===== src/rtl/alarm_set_bank.sv =====
// Multi-slot alarm setting store: edits the selected slot and compares every
// enabled slot against the running time, raising a one-cycle pulse on new matches.
module alarm_set_bank #(
  parameter int unsigned N_SLOTS   = 7,
  parameter int unsigned SEL_W     = 3,
  parameter int unsigned MIN_CARRY = 0
) (
  input  logic               clk_i,
  input  logic               clear_n_i,
  input  logic [SEL_W-1:0]   sel_i,
  input  logic [14:0]        cti_i,
  input  logic               ld_time_i,
  input  logic               ld_day_i,
  input  logic               im_i,
  input  logic               ih_i,
  input  logic               id_i,
  input  logic               tog_i,
  input  logic               clr_sel_i,
  output logic [15:0]        sto_o,
  output logic [N_SLOTS-1:0] match_o,
  output logic               alarm_o
);

  localparam logic       CARRY_EN  = (MIN_CARRY != 0);
  localparam logic [2:0] DAY_DAILY = 3'd7;

  logic       on_q   [N_SLOTS];
  logic       on_d   [N_SLOTS];
  logic [2:0] day_q  [N_SLOTS];
  logic [2:0] day_d  [N_SLOTS];
  logic [4:0] hour_q [N_SLOTS];
  logic [4:0] hour_d [N_SLOTS];
  logic [2:0] mt_q   [N_SLOTS];
  logic [2:0] mt_d   [N_SLOTS];
  logic [3:0] mo_q   [N_SLOTS];
  logic [3:0] mo_d   [N_SLOTS];

  logic [N_SLOTS-1:0] match_c;
  logic [N_SLOTS-1:0] match_q;
  logic               alarm_q;

  logic [2:0] cti_day;
  logic [4:0] cti_hour;
  logic [2:0] cti_mt;
  logic [3:0] cti_mo;

  assign cti_day  = cti_i[14:12];
  assign cti_hour = cti_i[11:7];
  assign cti_mt   = cti_i[6:4];
  assign cti_mo   = cti_i[3:0];

  // Range-sanitised load values: an out-of-range field loads as zero.
  logic [2:0] ld_day_c;
  logic [4:0] ld_hour_c;
  logic [2:0] ld_mt_c;
  logic [3:0] ld_mo_c;

  assign ld_day_c  = (cti_day == DAY_DAILY) ? 3'd0 : cti_day;
  assign ld_hour_c = (cti_hour > 5'd23) ? 5'd0 : cti_hour;
  assign ld_mt_c   = (cti_mt > 3'd5) ? 3'd0 : cti_mt;
  assign ld_mo_c   = (cti_mo > 4'd9) ? 4'd0 : cti_mo;

  // Selected-slot readout; an unmapped SEL selects nothing and reads as zero.
  logic       rd_on_c;
  logic [2:0] rd_day_c;
  logic [4:0] rd_hour_c;
  logic [2:0] rd_mt_c;
  logic [3:0] rd_mo_c;

  always_comb begin
    rd_on_c   = 1'b0;
    rd_day_c  = 3'd0;
    rd_hour_c = 5'd0;
    rd_mt_c   = 3'd0;
    rd_mo_c   = 4'd0;
    for (int unsigned i = 0; i < N_SLOTS; i++) begin
      if (32'(sel_i) == i) begin
        rd_on_c   = on_q[i];
        rd_day_c  = day_q[i];
        rd_hour_c = hour_q[i];
        rd_mt_c   = mt_q[i];
        rd_mo_c   = mo_q[i];
      end
    end
  end

  assign sto_o = {rd_on_c, rd_day_c, rd_hour_c, rd_mt_c, rd_mo_c};

  // Increment path for the selected slot; the hour may step by 0, 1 or 2.
  logic       min_wrap_c;
  logic [2:0] inc_mt_c;
  logic [3:0] inc_mo_c;
  logic [1:0] hour_step_c;
  logic [5:0] hour_sum_c;
  logic [4:0] inc_hour_c;
  logic [2:0] inc_day_c;

  always_comb begin
    min_wrap_c = 1'b0;
    inc_mt_c   = rd_mt_c;
    inc_mo_c   = rd_mo_c;
    if (im_i) begin
      if (rd_mo_c == 4'd9) begin
        inc_mo_c = 4'd0;
        if (rd_mt_c == 3'd5) begin
          inc_mt_c   = 3'd0;
          min_wrap_c = 1'b1;
        end else begin
          inc_mt_c = rd_mt_c + 3'd1;
        end
      end else begin
        inc_mo_c = rd_mo_c + 4'd1;
      end
    end
    hour_step_c = {1'b0, ih_i} + {1'b0, min_wrap_c & CARRY_EN};
    hour_sum_c  = 6'(rd_hour_c) + 6'(hour_step_c);
    inc_hour_c  = (hour_sum_c >= 6'd24) ? 5'(hour_sum_c - 6'd24) : 5'(hour_sum_c);
    inc_day_c   = id_i ? (rd_day_c + 3'd1) : rd_day_c;
  end

  // Command priority: clear, then loads, then toggle, then increments.
  always_comb begin
    for (int unsigned i = 0; i < N_SLOTS; i++) begin
      on_d[i]   = on_q[i];
      day_d[i]  = day_q[i];
      hour_d[i] = hour_q[i];
      mt_d[i]   = mt_q[i];
      mo_d[i]   = mo_q[i];
      if (32'(sel_i) == i) begin
        if (clr_sel_i) begin
          on_d[i]   = 1'b0;
          day_d[i]  = 3'd0;
          hour_d[i] = 5'd0;
          mt_d[i]   = 3'd0;
          mo_d[i]   = 4'd0;
        end else if (ld_time_i || ld_day_i) begin
          if (ld_time_i) begin
            hour_d[i] = ld_hour_c;
            mt_d[i]   = ld_mt_c;
            mo_d[i]   = ld_mo_c;
          end
          if (ld_day_i) begin
            day_d[i] = ld_day_c;
          end
        end else if (tog_i) begin
          on_d[i] = ~on_q[i];
        end else begin
          day_d[i]  = inc_day_c;
          hour_d[i] = inc_hour_c;
          mt_d[i]   = inc_mt_c;
          mo_d[i]   = inc_mo_c;
        end
      end
    end
  end

  always_comb begin
    for (int unsigned i = 0; i < N_SLOTS; i++) begin
      match_c[i] = on_q[i] &&
                   ((day_q[i] == cti_day) || (day_q[i] == DAY_DAILY)) &&
                   (hour_q[i] == cti_hour) &&
                   (mt_q[i] == cti_mt) &&
                   (mo_q[i] == cti_mo);
    end
  end

  always_ff @(posedge clk_i or negedge clear_n_i) begin
    if (!clear_n_i) begin
      for (int unsigned i = 0; i < N_SLOTS; i++) begin
        on_q[i]   <= 1'b0;
        day_q[i]  <= 3'd0;
        hour_q[i] <= 5'd0;
        mt_q[i]   <= 3'd0;
        mo_q[i]   <= 4'd0;
      end
      match_q <= '0;
      alarm_q <= 1'b0;
    end else begin
      for (int unsigned i = 0; i < N_SLOTS; i++) begin
        on_q[i]   <= on_d[i];
        day_q[i]  <= day_d[i];
        hour_q[i] <= hour_d[i];
        mt_q[i]   <= mt_d[i];
        mo_q[i]   <= mo_d[i];
      end
      match_q <= match_c;
      alarm_q <= |(match_c & ~match_q);
    end
  end

  assign match_o = match_q;
  assign alarm_o = alarm_q;

endmodule


===== config.mk =====
export PLATFORM = sky130hd
export DESIGN_NAME = alarm_set_bank
export DESIGN_NICKNAME = d
export VERILOG_FILES = /design/src/rtl/alarm_set_bank.sv
export SDC_FILE = /design/constraint.sdc
export NUM_CORES = 1
export LEC_CHECK = 0
export ABC_AREA = 0
export BUFFER_PORTS_ARGS = -buffer_cell sky130_fd_sc_hd__buf_2
export CORE_ASPECT_RATIO = 1.4
export CORE_MARGIN = 2
export CORE_UTILIZATION = 60
export CTS_CLUSTER_SIZE = 8
export DETAILED_ROUTE_END_ITERATION = 12
export PLACE_DENSITY = 0.9
export SYNTH_ARGS = -nofsm -noshare
export SYNTH_HDL_FRONTEND = slang
export SYNTH_SLANG_ARGS = --single-unit

===== constraint.sdc =====
create_clock -name clk_i -period 3.3 [get_ports clk_i]
set_clock_uncertainty 0.15 [all_clocks]
set_input_delay 0.66 -clock clk_i [delete_from_list [all_inputs] [get_ports clk_i]]
set_output_delay 0.66 -clock clk_i [all_outputs]
set_load 0.02 [all_outputs]

## Word-level counts from Yosys, hierarchy flattened

Cells that the tools add are included.

| storage, ports and cells | value |
|---|---|
| register bits after elaboration | 120 |
| input bits | 27 |
| output and inout port bits | 24 |

| operators by class | value |
|---|---|
| muxes and demuxes | 83 |
| eq/ne operators | 48 |
| order comparisons | 4 |
| add/subtract/negate cells | 5 |
| reductions and logical operators | 60 |
| bitwise gates (word level) | 9 |

Operators with widths:

| kind | number |
|---|---|
| two-way mux 3 bit | 28 |
| two-way mux 5 bit | 13 |
| AND reduction 3 bit | 21 |
| two-way mux 4 bit | 14 |
| equality test 3 bit | 14 |
| equality test 3 bit, second input constant | 12 |
| equality test 5 bit | 7 |
| equality test 4 bit | 7 |
| logical AND 1 bit | 28 |
| two-way mux 1 bit | 28 |
| logical OR 1 bit | 8 |
| bitwise AND 7 bit | 1 |
| inverter 1 bit | 7 |
| inverter 7 bit | 1 |
| OR reduction 7 bit | 1 |
| adder 3 x 1 -> 3 bit, second input constant | 2 |
| adder 5 x 1 -> 6 bit | 1 |
| equality test 3 x 2 -> 1 bit, second input constant | 2 |
| >= comparator 6 x 5 -> 1 bit, second input constant | 1 |
| inequality test 3 bit, second input constant | 2 |
| > comparator 5 bit, second input constant | 1 |
| subtractor 5 bit, second input constant | 1 |
| adder 4 x 1 -> 4 bit, second input constant | 1 |
| equality test 4 bit, second input constant | 1 |
| other kinds (7) | 7 |

## Longest topological paths before layout

| logic depth | value |
|---|---|
| depth after elaboration | 15 |
| gate-level depth with buffers | 16 |
| mapped depth without buffers | 11 |

## Worst setup path before layout

Ideal clock, no wire load.

| timing path | value |
|---|---|
| kind | input to register |
| start point | input sel_i[0] |
| end point | register hour_q[13] in the netlist's numbering |
| data arrival time | 3.636 ns |
| stages on the path | 15 |
| setup slack | -0.563 ns |
| data required time | 3.073 ns |
| cells stage by stage | buf_6 buf_6 buf_4 buf_6 clkbuf_1 mux4_2 nor2_1 a21oi_1 ha_1 ha_1 inv_1 o221ai_1 a311o_1 o31a_1 o21ai_1 |

| on the way | value |
|---|---|
| word-level cells in the longest chain between the ends | 14 |
| elaborated cells between the ends (all ways) | 22 |
| those cells by class | add/sub: 2; order compare: 1; eq/ne: 6; mux: 11; reduce/logical: 2 |

RTL lines:

| item | line | source |
|---|---|---|
| start, declared | 10 | `input logic [SEL_W-1:0] sel_i,` |
| zero test 3 bit | 77 | `if (32'(sel_i) == i) begin` |
| two-way mux 5 bit (6 in a row) | 77 |  |
| two-way mux 5 bit * | 77 |  |
| via sto_o[7] | 19 | `output logic [15:0] sto_o,` |
| adder 5 x 1 -> 6 bit * | 116 | `hour_sum_c = 6'(rd_hour_c) + 6'(hour_step_c);` |
| subtractor 5 bit / >= comparator 6 x 5 -> 1 bit (equally long branches) | 117 | `inc_hour_c = (hour_sum_c >= 6'd24) ? 5'(hour_sum_c - 6'd24) : 5'(hour_sum_c);` |
| two-way mux 5 bit * | 117 |  |
| two-way mux 5 bit * | 145 | `end else if (tog_i) begin` |
| two-way mux 5 bit * | 136 | `end else if (ld_time_i \|\| ld_day_i) begin` |
| two-way mux 5 bit * | 130 | `if (clr_sel_i) begin` |
| end signal, assigned by index | 182 | `hour_q[i] <= hour_d[i];` |
| end, declared | 31 | `logic [4:0] hour_q [N_SLOTS];` |

Mark *: on every way through the listed nets, which the timed path passes. The rest lies on a longest branch. The select of a mux whose other input is x is not followed.
A chain may end at the register's enable or synchronous reset.

## Worst setup path in the final report

| timing path | value |
|---|---|
| start point | input sel_i[2] |
| end point | output sto_o[11] |

| on the way | value |
|---|---|
| word-level cells in the longest chain between the ends | 8 |
| elaborated cells between the ends (all ways) | 14 |
| those cells by class | eq/ne: 6; mux: 7; reduce/logical: 1 |

RTL lines:

| item | line |
|---|---|
| zero test 3 bit | 77 |
| two-way mux 5 bit (6 in a row) | 77 |
| two-way mux 5 bit * | 77 |
| end, declared | 19 |

Every way passes the cells marked *; elsewhere a longest branch is shown, timed or not.

==> flow_metrics.py <==
metrics = {
    "timing": {
        "hold_viol_final": 0,
        "tightest_slew_ns": 0.7695,
        "fin_setup_tns_ns": 0,
        "min_period_ns": 3.274,
        "fmax_mhz": 305.4,
        "drv_slew": 0,
        "rsz0062_at_grt": "no",
        "fin_crit_sh_pct": 99.21,
        "hold-worst-slack_ns": 0.1271,
        "setup_viol": 0,
        "relSlewSlack_pct": 48.35,
    },
    "clock_tree": {
        "post_cts_resized": 0,
        "clockBufferDepth": 2,
        "clock_latency_ns": 0.43,
        "htreeDepth": 4,
        "numCtsBuffers": 17,
        "cts_hold_buffers": 0,
        "cts.sinks": 120,
        "clkTransAtPathRegs_ns": 0.05,
        "cts_root_buf": "clkbuf_16",
        "cts_setup_buffers": 0,
        "cts_tree": "built",
    },
    "floorplanning": {
        "die_w_um": 99.30,
        "row_count": 48,
        "die-area_mm2": 0.01364,
        "coreArea_mm2": 0.01237,
        "die_height_um": 137.4,
        "start_util_pct": 61.66,
        "io_pins": 51,
    },
    "setup_path": {
        "timing.rr.start": "mo_q[13]$_DFFE_PN0P_",
        "crit_path_end_kind": "primary output",
        "r2r-end": "mt_q[9]$_DFFE_PN0P_",
        "cp.arrival_ns": 2.46,
        "slowest_stage": "o22ai_1",
        "crit_required_ns": 2.49,
        "rrSetupSlack_ns": 0.60,
        "crit_path_start_kind": "primary input",
        "critPathMaxStageDelay_ns": 0.33,
        "cp_max_fo": 16,
        "path_buf_inv": 6,
        "path_depth": 9,
        "crit_family": "buffers and inverters",
        "worstPathCellList": "buf_2 -> buf_12 -> nor2b_1 -> buf_4 -> nand2_1 -> buf_4 -> o22ai_1 -> inv_1 -> buf_2",
        "r2r_cells": 10,
        "crit_type": "primary input to primary output",
    },
    "drt": {
        "first_iter_violations": 814,
        "dr_total_vias": 7345,
        "drt-total-wl_um": 25490,
        "drc": 0,
        "antenna_left": 0,
        "avgRoutedWirePerCell_um": 23.53,
        "first_pass_iters": 6,
        "vias_per_cell": 6.782,
    },
    "grt": {
        "antenna_found_initial": 1,
        "grt_pass1_wl_um": 39390,
        "grt_overflow": 0,
        "track_usage_pct": 38.42,
        "grt_pass1_vias": 7095,
        "grt_max_degree": 54,
    },
    "synth": {
        "synth_area_leaders": "dfrtp_1, xnor2_1, o21ai_0",
        "netlist_area_mm2": 0.007629,
        "synth_flop_cell": "dfrtp_1",
        "synth_nets": 899,
        "seq_area_frac_synth_pct": 39.36,
        "syn_avg_cell_area_um2": 8.799,
        "ys_types": 63,
        "synthArstFlopShare_pct": 100.0,
        "synth_top_area_share_pct": 39.36,
        "syn_inst": 867,
        "ys.warnings.count": 0,
        "yosys.area.top_type": "dfrtp_1",
        "ys_ff_latch": 120,
        "synth-edff-count": 0,
    },
    "hold_path": {
        "hold_class": "primary input to asynchronous set/reset pin",
    },
    "placement": {
        "post_dp_cell_area_mm2": 0.008250,
        "numPortBuffers": 50,
        "hpwl_um": 17990,
        "place_congestion": 1.017,
    },
    "finish": {
        "final_core_util_pct": 71.43,
        "final_nets": 954,
        "design_area_mm2": 0.008837,
        "area_delta_synth_final_pct": 15.84,
        "diodes": 0,
        "drive_above_1_share_pct": 18.76,
    },
    "pwr": {
        "power.total_mw": 4.981,
        "seqPwrFrac_pct": 39.0,
        "ir_drop_mv": 0.3629,
        "swShare_pct": 32.18,
        "pwr-share-comb_pct": 23.3,
        "p_int_mw": 3.378,
        "cellPowerDensity_mw_per_mm2": 563.6,
        "switchingPower_mw": 1.603,
        "p_leak_nw": 3.847,
        "power_frac_clock_pct": 37.7,
    },
    "outcome": {
        "status": "finished clean",
    },
    "job": {
        "cap_viol_max_count": 0,
    },
}
synthesized netlist by cell type, drive strengths merged, types with 8 or more instances:
master  instances
nand2         116
buf            16
nor2           58
mux2i          18
xnor2          70
dfrtp         120
a21oi          45
inv            21
o21ai         102
a31oi          13
nor4           16
xor2           28
o31ai          12
a22oi           8
nand3          14
clkbuf         43
or2             9
nand4          13
and2            9
mux2           29
nor3           21
cell usage in the layout (no fill, tap or decap), types with 7 or more instances in the layout:
cell | Yosys | layout
dfrtp_1 | 120 | 120
nand2_1 | 116 | 116
o21ai_0 | 91 | 90
xnor2_1 | 70 | 70
nor2_1 | 58 | 57
buf_2 | 8 | 49
a21oi_1 | 45 | 42
buf_4 | 3 | 42
xor2_1 | 28 | 28
mux2_2 | 26 | 26
nor3_1 | 21 | 21
inv_1 | 21 | 20
mux2i_1 | 18 | 18
clkbuf_16 | 0 | 17
nor4_1 | 16 | 16
nand3_1 | 14 | 14
a31oi_1 | 13 | 13
nand4_1 | 13 | 13
o31ai_1 | 12 | 12
o21ai_1 | 9 | 10
a22oi_1 | 8 | 8
and2_1 | 8 | 8
mux4_2 | 7 | 7
nand2b_1 | 7 | 7
o22ai_1 | 7 | 7
o41ai_1 | 7 | 7
cell type report:
cell class / instances / area, µm²
clock inverter: 8 / 122.6
multi-input combinational: 667 / 4338
clock buffer: 22 / 464.2
timing repair buffer: 95 / 640.6
sequential: 120 / 3003
inverter: 21 / 81.33
fill: 874 / 3535
tap: 150 / 187.7
metal layers:
| layer | routed length (µm) | vias to the layer above | part of all wire (%) | track usage [%] |
|---|---|---|---|---|
| met5 | 11 | - | 0.043 | 0 |
| met2 | 11950 | 557 | 47 | 62.50 |
| met3 | 2754 | 186 | 11 | 11.01 |
| met1 | 8417 | 3428 | 33 | 41.94 |
| met4 | 2350 | 2 | 9.2 | 30.21 |
| li1 | - | 3172 | - | - |
stage by stage:
step / worst slack, ns / std cells
2_1_floorplan: -0.01205 / 867
3_3_place_gp: 0.05673 / 1053
3_5_place_dp: -0.02040 / 1053
4_1_cts: 0.1304 / 1083
5_1_grt: 0.04728 / 1083
6_report: 0.02597 / 1083
power groups by stage:
stage,registers [mW],clock network [mW],logic (mW)
after global routing,1.96,1.94,1.25
after detailed placement,1.95,0,1.11
after global placement,1.94,0,1.08
after floorplan,1.86,0,0.793
final,1.94,1.88,1.16
after CTS,1.93,1.86,1.12
cells by family after synthesis:
kind of cell / after synthesis / share of synthesized area [%]
compound gates: 229 / 18.22
xor+xnor: 98 / 11.25
fa+ha+maj: 5 / 0.8201
buf+inv: 80 / 4.527
flops: 120 / 39.36
mux: 54 / 8.709
simple gates: 281 / 17.11
worst max path at each step:
stage | from | to | slack, ns
after global routing | sel_i[2] | sto_o[11] | 0.05
final | sel_i[2] | sto_o[11] | 0.03
after floorplan | sel_i[0] | hour_q[13]$_DFFE_PN0P_ | -0.01
after global placement | sel_i[0] | mt_q[4]$_DFFE_PN0P_ | 0.06
after detailed placement | sel_i[0] | mt_q[12]$_DFFE_PN0P_ | -0.02
after CTS | sel_i[2] | sto_o[11] | 0.13
sequential cells by signal (all words and copies together) (netlist names):
signal and cells:
mo_q 28, match_o 7, alarm_o 1, mt_q 21, day_q 21, on_q 7
hour_q 35
(Power assumes the default switching activity.)
